## src/rtl/alu_mult_ctrl.sv

```systemverilog
// Shift-add multiply controller that drives an external 32-bit combinational ALU, 33 cycles start-to-done.
// Optional macro MULT_ZERO_SKIP_EN: a zero operand finishes in one cycle with product 0.
module alu_mult_ctrl #(
  parameter int WIDTH = 32
) (
  input  logic               clk,
  input  logic               rst,
  input  logic               start,
  input  logic [WIDTH-1:0]   mcand,
  input  logic [WIDTH-1:0]   mplier,
  output logic               busy,
  output logic               done,
  output logic [2*WIDTH-1:0] product,
  output logic [WIDTH-1:0]   alu_a,
  output logic [WIDTH-1:0]   alu_b,
  output logic               alu_binvert,
  output logic               alu_carryin,
  output logic [1:0]         alu_op,
  input  logic [WIDTH-1:0]   alu_result,
  input  logic               alu_carryout
);

  localparam int CW = $clog2(WIDTH);
  localparam logic [CW-1:0] LAST = CW'(WIDTH - 1);

  typedef enum logic [1:0] {S_IDLE, S_RUN, S_DONE} state_t;

  state_t               r_state;
  state_t               w_next;
  logic [WIDTH-1:0]     r_mc;
  logic [WIDTH-1:0]     r_hi;
  logic [WIDTH-1:0]     r_lo;
  logic [CW-1:0]        r_cnt;
  logic [2*WIDTH-1:0]   r_product;
  logic [WIDTH-1:0]     w_hi_nxt;
  logic [WIDTH-1:0]     w_lo_nxt;
  logic                 w_zero;

`ifdef MULT_ZERO_SKIP_EN
  assign w_zero = (mcand == '0) || (mplier == '0);
`else
  assign w_zero = 1'b0;
`endif

  // The ALU sum carries into hi; its carry becomes the new top bit of the 2W shift.
  always_comb begin
    w_hi_nxt = r_hi;
    w_lo_nxt = r_lo;
    if (r_lo[0]) begin
      {w_hi_nxt, w_lo_nxt} = {alu_carryout, alu_result, r_lo[WIDTH-1:1]};
    end else begin
      {w_hi_nxt, w_lo_nxt} = {1'b0, r_hi, r_lo[WIDTH-1:1]};
    end
  end

  always_comb begin
    w_next = r_state;
    case (r_state)
      S_IDLE:  if (start) w_next = w_zero ? S_DONE : S_RUN;
      S_RUN:   if (r_cnt == LAST) w_next = S_DONE;
      S_DONE:  w_next = S_IDLE;
      default: w_next = S_IDLE;
    endcase
  end

  always_ff @(posedge clk) begin
    if (rst) begin
      r_state   <= S_IDLE;
      r_mc      <= '0;
      r_hi      <= '0;
      r_lo      <= '0;
      r_cnt     <= '0;
      r_product <= '0;
    end else begin
      r_state <= w_next;
      case (r_state)
        S_IDLE: begin
          if (start) begin
            r_mc  <= mcand;
            r_hi  <= '0;
            r_lo  <= mplier;
            r_cnt <= '0;
            if (w_zero) r_product <= '0;
          end
        end
        S_RUN: begin
          r_hi  <= w_hi_nxt;
          r_lo  <= w_lo_nxt;
          r_cnt <= r_cnt + 1'b1;
          if (r_cnt == LAST) r_product <= {w_hi_nxt, w_lo_nxt};
        end
        default: ;
      endcase
    end
  end

  assign busy        = (r_state != S_IDLE);
  assign done        = (r_state == S_DONE);
  assign product     = r_product;
  assign alu_a       = r_hi;
  assign alu_b       = r_mc;
  assign alu_binvert = 1'b0;
  assign alu_carryin = 1'b0;
  assign alu_op      = 2'b10;

endmodule

```

## config.mk

```make
export PLATFORM = sky130hd
export DESIGN_NAME = alu_mult_ctrl
export DESIGN_NICKNAME = d
export VERILOG_FILES = /design/src/rtl/alu_mult_ctrl.sv
export SDC_FILE = /design/constraint.sdc
export NUM_CORES = 1
export LEC_CHECK = 0
export BUFFER_PORTS_ARGS = -buffer_cell sky130_fd_sc_hd__buf_4
export CORE_ASPECT_RATIO = 2
export CORE_UTILIZATION = 44
export DETAILED_ROUTE_END_ITERATION = 16
export PLACE_DENSITY = 0.75
export SYNTH_ARGS = -nofsm -noshare
export SYNTH_HDL_FRONTEND = slang
export SYNTH_SLANG_ARGS = --single-unit
export TNS_END_PERCENT = 100
```

## constraint.sdc

```tcl
create_clock -name clk -period 1.7 [get_ports clk]
set_input_delay 0.085 -clock clk [delete_from_list [all_inputs] [get_ports clk]]
set_output_delay 0.085 -clock clk [all_outputs]
set_load 0.05 [all_outputs]
```

# Word-level counts from Yosys, hierarchy flattened
# Index checks and enable logic that the tools add are counted.
op_classes:
  n_eq_ne: 5
  n_reduce_logical: 7
  addsub: 1
  muxes: 11
op_table:
  columns: ["cell", "count"]
  rows:
  - ["$mux 32", 4]
  - ["$pmux 32 s2", 2]
  - ["$pmux 5 s2", 1]
  - ["$reduce_and 2->1", 4]
  - ["$add 5x1->5 const B", 1]
  - ["$eq 5x5->1 const B", 1]
  - ["$mux 5", 1]
  - ["$mux 2", 2]
  - ["$ne 2x2->1 const B", 2]
  - ["$pmux 2 s2", 1]
  - ["$reduce_bool 2->1", 2]
  - ["$eq 2x1->1 const B", 1]
  - ["$eq 2x2->1 const B", 1]
  - ["$logic_not 2->1", 1]
totals:
  output_inout_bits: 134
  in_bits: 100
  regBits: 167
  elab_cells: 30

# Longest topological paths before layout
logic_depth:
  ltp_word: 3
  depth_mapped: 7
  ltp_nobuf: 6

# Worst setup path after synthesis
# OpenSTA, ideal clock, no wires.
synth_path:
  path_type: "reg-to-reg"
  start: "reg r_cnt[0]"
  end: "reg r_product[30] (netlist: product[30])"
  setup_time_ns: 0.117
  arrival_time_ns: 1.490
  t_required_ns: 1.583
  setup_slack_ns: 0.093
  stages_incl_launch_ff: 8
  period_less_slack_ns: 1.607
  path_cell_list: "dfxtp_1 > ha_1 > and3_1 > ha_1 > nand3b_2 > clkinv_2 > buf_2 > a22o_1"
synth_between:
  elab_chain_cells: 2
synth_lines:
  columns: ["element", "line", "source"]
  rows:
  - ["from (decl)", "33", "logic [CW-1:0] r_cnt;"]
  - ["from (signal assigned)", "89", "r_cnt <= r_cnt + 1'b1;"]
  - ["$eq 5x5->1", "90", "if (r_cnt == LAST) r_product <= {w_hi_nxt, w_lo_nxt};"]
  - ["$reduce_and 2->1 (no source line)", null, null]
  - ["to (signal assigned)", "90", null]
  - ["to (decl)", "34", "logic [2*WIDTH-1:0] r_product;"]
# Every way passes these cells.
# A chain may end at the register's enable or synchronous reset.

# Final worst setup path
layout_path:
  start: "reg r_cnt[0]"
  end: "reg r_product[22] (netlist: product[22])"
# The elaborated chain is that of the path after synthesis.

==> metrics.md <==
| Metric | Value |
|---|---|
| Slew Limit Fails | 0 |
| Crit Path Category | reg2reg |
| Layout Skew | 0.009601 ns |
| Peak VDD IR | 0.7335 mV |
| DR pass1 iterations | 5 |
| Max incr delay on CP | 0.31 ns |
| Worst flop-to-flop path endpoint | product[22] |
| Cell Rows | 61 |
| Min Hold Slack | 0.02184 ns |
| CORE AREA | 13,810 um2 |
| Final instance area | 9518 um2 |
| First-pass GRT wire length | 28,990 um |
| Critical path's slowest cell | dfxtp_1 |
| Nets | 1,027 |
| PwrDens | 1009 nW/um2 |
| Antenna-violating nets left | 0 |
| DR DRC count | 0 |
| Clk buf depth | 2 |
| Routed vias/inst | 5.222 |
| Number of global-route vias before repair | 5,961 |
| Gr ovfl total | 0 |
| Maximum capacitance violations | 0 |
| Sequential area share after synthesis | 53.78% |
| Clock root cell | clkbuf_16 |
| Slew @ Worst Pin | 0.5666 ns |
| Post-Syn Area | 6216 um2 |
| Worst slew margin | 62.13% |
| Total power | 9.606 mW |
| RSZ-0062 raised after global routing | false |
| Initial DRC Count | 243 |
| Critical Path RT | 2.01 ns |
| Post-DP HPWL | 11,970 um |
| Hold crit path type | in2reg |
| Placed Cells | 1,026 |
| Initial antenna violation count | 1 |
| GP Congestion | 0.8056 |
| Setup TNS | 0 ns |
| Mapped Avg Cell Area | 9.622 um2 |
| Initial Util | 45.00% |
| Synth-to-Final Area Change | 53.12% |
| H-tree levels | 4 |
| Final setup fails | 0 |
| TritonCTS Buffers | 17 |
| Lkg Pwr | 4.233 nW |
| Outcome | completed |
| Buf+Inv Stages, Crit Path | 2 |
| Worst reg2reg setup slack | 0.13 ns |
| Filler Cells Inserted | 1,055 |
| Kind of cell adding the most delay to the critical path | adder cells |
| Die area | 14,640 um2 |
| Core Util, Final | 68.90% |
| Wire per inst | 17.03 um |
| Ys Warns | 0 |
| Startpoint Class | register |
| Post-route setup slack | 0.1279 ns |
| Placed cell areas | 8177 um2 |
| Max Freq | 636.1 MHz |
| Synthesized flop and latch total | 167 |
| CTS tree | built |
| Ports | 234 |
| GRT Util Overall | 25.39% |
| Later-pin clock latency in the skew report | 0.42 ns |
| Crit-path cells | ha_1 > and3_1 > ha_2 > nand3b_2 > inv_4 > buf_12 > a22o_1 |
| Reg2Reg Depth | 7 |
| Placement Setup Slack | 0.03011 ns |
| Final Hold Fails | 0 |
| Layout cell share with drive strength beyond 1 | 34.75% |
| Type of destination of the critical path | register |
| Period utilization | 92.48% |
| Post-CTS Setup Bufs | 0 |
| Die Ht | 170.1 um |
| Largest net degree at the start of global routing | 74 |
| Critical Path Fanout Max | 27 |
| Worst Hold Path EP | product[59] |
| Worst Hold Launch | alu_result[28] |
| Fin crit period | 1.572 ns |
| Clock Sinks | 167 |
| Routed WL | 19,210 um |
| Fin cells | 1,128 |
| Via Count | 5,890 |
| Die X | 86.05 um |
| Launching point of the worst reg2reg path | r_cnt[0] |
| Worst-path clk slew | 0.07 ns |
| CP arrival | 1.88 ns |
| Hold-critical path depth | 3 |
| Port bufs | 229 |
| Synth cell types | 35 |
| Cells after Synth | 646 |
==> worst register-to-register path: stages, from the launching register on <==
cell      delay, ns
dfxtp_1        0.31
ha_1           0.20
and3_1         0.19
ha_2           0.20
nand3b_2       0.12
inv_4          0.08
buf_12         0.17
a22o_1         0.21
==> final cells by class <==
cell class,count,area (um2),share of cell area [%]
diodes,1,2.502,0.02629
clock buffers,19,442.9,4.654
multi-input cells,418,2584,27.15
flip-flops and latches,167,3344,35.14
well taps,189,236.5,2.485
inverters,1,6.256,0.06573
clock inverters,13,185.2,1.946
repair buffers,320,2716,28.54
==> state kept, by name, summed over array words and instances (netlist names) <==
| register | cells |
|---|---|
| alu_a | 32 |
| product | 64 |
| alu_b | 32 |
| r_cnt | 5 |
| r_state | 2 |
| r_lo | 32 |
==> routing by layer <==
layer	GRT usage (%)	routed length, um	up-vias
li1	-	-	2842
met1	26.71	7180	2800
met2	46.24	10500	203
met3	4.704	864	45
met4	14.42	664	0
met5	0	0	-
==> timing repair <==
action	4_1_cts	5_1_grt
hold buffers	67	0
resized for setup	0	2
hold endpoints to repair	75	0
endpoints found under the setup margin	0	54
==> worst max-delay path by stage <==
| stage | cells after the start | startpoint | endpoint |
|---|---|---|---|
| final | 7 | r_cnt[0] | product[22] |
| after detailed placement | 7 | r_cnt[0] | product[39] |
| after global placement | 7 | r_cnt[0] | product[16] |
| after CTS | 7 | r_cnt[0] | product[33] |
| after floorplan | 7 | r_cnt[0] | product[30] |
| after global routing | 7 | r_cnt[1] | product[33] |
==> cells in the mapped netlist <==
| library cell | count | area (um2) |
|---|---|---|
| buf_4 | 13 | 97.59 |
| nor3_1 | 1 | 5.000 |
| or3b_2 | 1 | 8.760 |
| or3_1 | 2 | 12.51 |
| nor2_1 | 65 | 244.0 |
| a31oi_1 | 1 | 6.260 |
| a211oi_1 | 32 | 240.2 |
| o21a_1 | 1 | 7.510 |
| nor3b_2 | 1 | 12.51 |
| o21ai_0 | 1 | 5.000 |
| mux2i_1 | 1 | 10.01 |
| ha_1 | 2 | 25.02 |
| dfxtp_1 | 167 | 3343 |
| o21ba_2 | 1 | 10.01 |
| a32o_1 | 1 | 10.01 |
| nand3_1 | 4 | 20.02 |
| nor2b_1 | 2 | 12.51 |
| clkbuf_1 | 19 | 71.32 |
| a21oi_1 | 66 | 330.3 |
| o21bai_1 | 1 | 7.510 |
| a22oi_1 | 32 | 240.2 |
| a32oi_1 | 1 | 8.760 |
| o2bb2ai_1 | 1 | 8.760 |
| a22o_1 | 62 | 543.0 |
| nand2b_1 | 1 | 6.260 |
| and3_1 | 1 | 6.260 |
| buf_2 | 30 | 150.1 |
| a21oi_4 | 1 | 16.27 |
| o211a_1 | 1 | 10.01 |
| conb_1 | 2 | 7.510 |
| clkinv_2 | 1 | 5.000 |
| mux2_2 | 31 | 349.1 |
| nand2_1 | 98 | 367.9 |
| or2_2 | 1 | 6.260 |
| nand3b_2 | 1 | 11.26 |
==> logic make-up (layout without fill, tap and decap cells) <==
logic type               after synthesis  in the layout  share of synthesized area, %
AO/OA/AOI/OAI                        202            202                         23.23
adder cells (fa/ha/maj)                2              2                        0.4025
buffers and inverters                 63            353                         5.213
flip-flops                           167            167                         53.78
multiplexers                          32             32                         5.777
other                                  2              5                        0.1208
AND/OR/NAND/NOR                      178            178                         11.47
==> where the power goes <==
group | switching, mW | internal [mW]
Clock | 1.68 | 2.40
Sequential | 0.100 | 4.05
Combinational | 0.776 | 0.601
==> cell usage in the layout (no fill, tap or decap), types with 2 or more instances in the layout <==
cell type / count
buf_4: 241
dfxtp_1: 166
nand2_1: 98
dlygate4sd3_1: 67
a21oi_1: 66
nor2_1: 65
a22o_1: 62
a22oi_1: 32
a211oi_1: 32
mux2_2: 31
clkbuf_16: 18
buf_12: 10
nand3_1: 4
conb_1: 4
inv_6: 4
bufinv_16: 3
or3_1: 2
clkinvlp_4: 2
clkinv_4: 2
(Power assumes the default switching activity.)
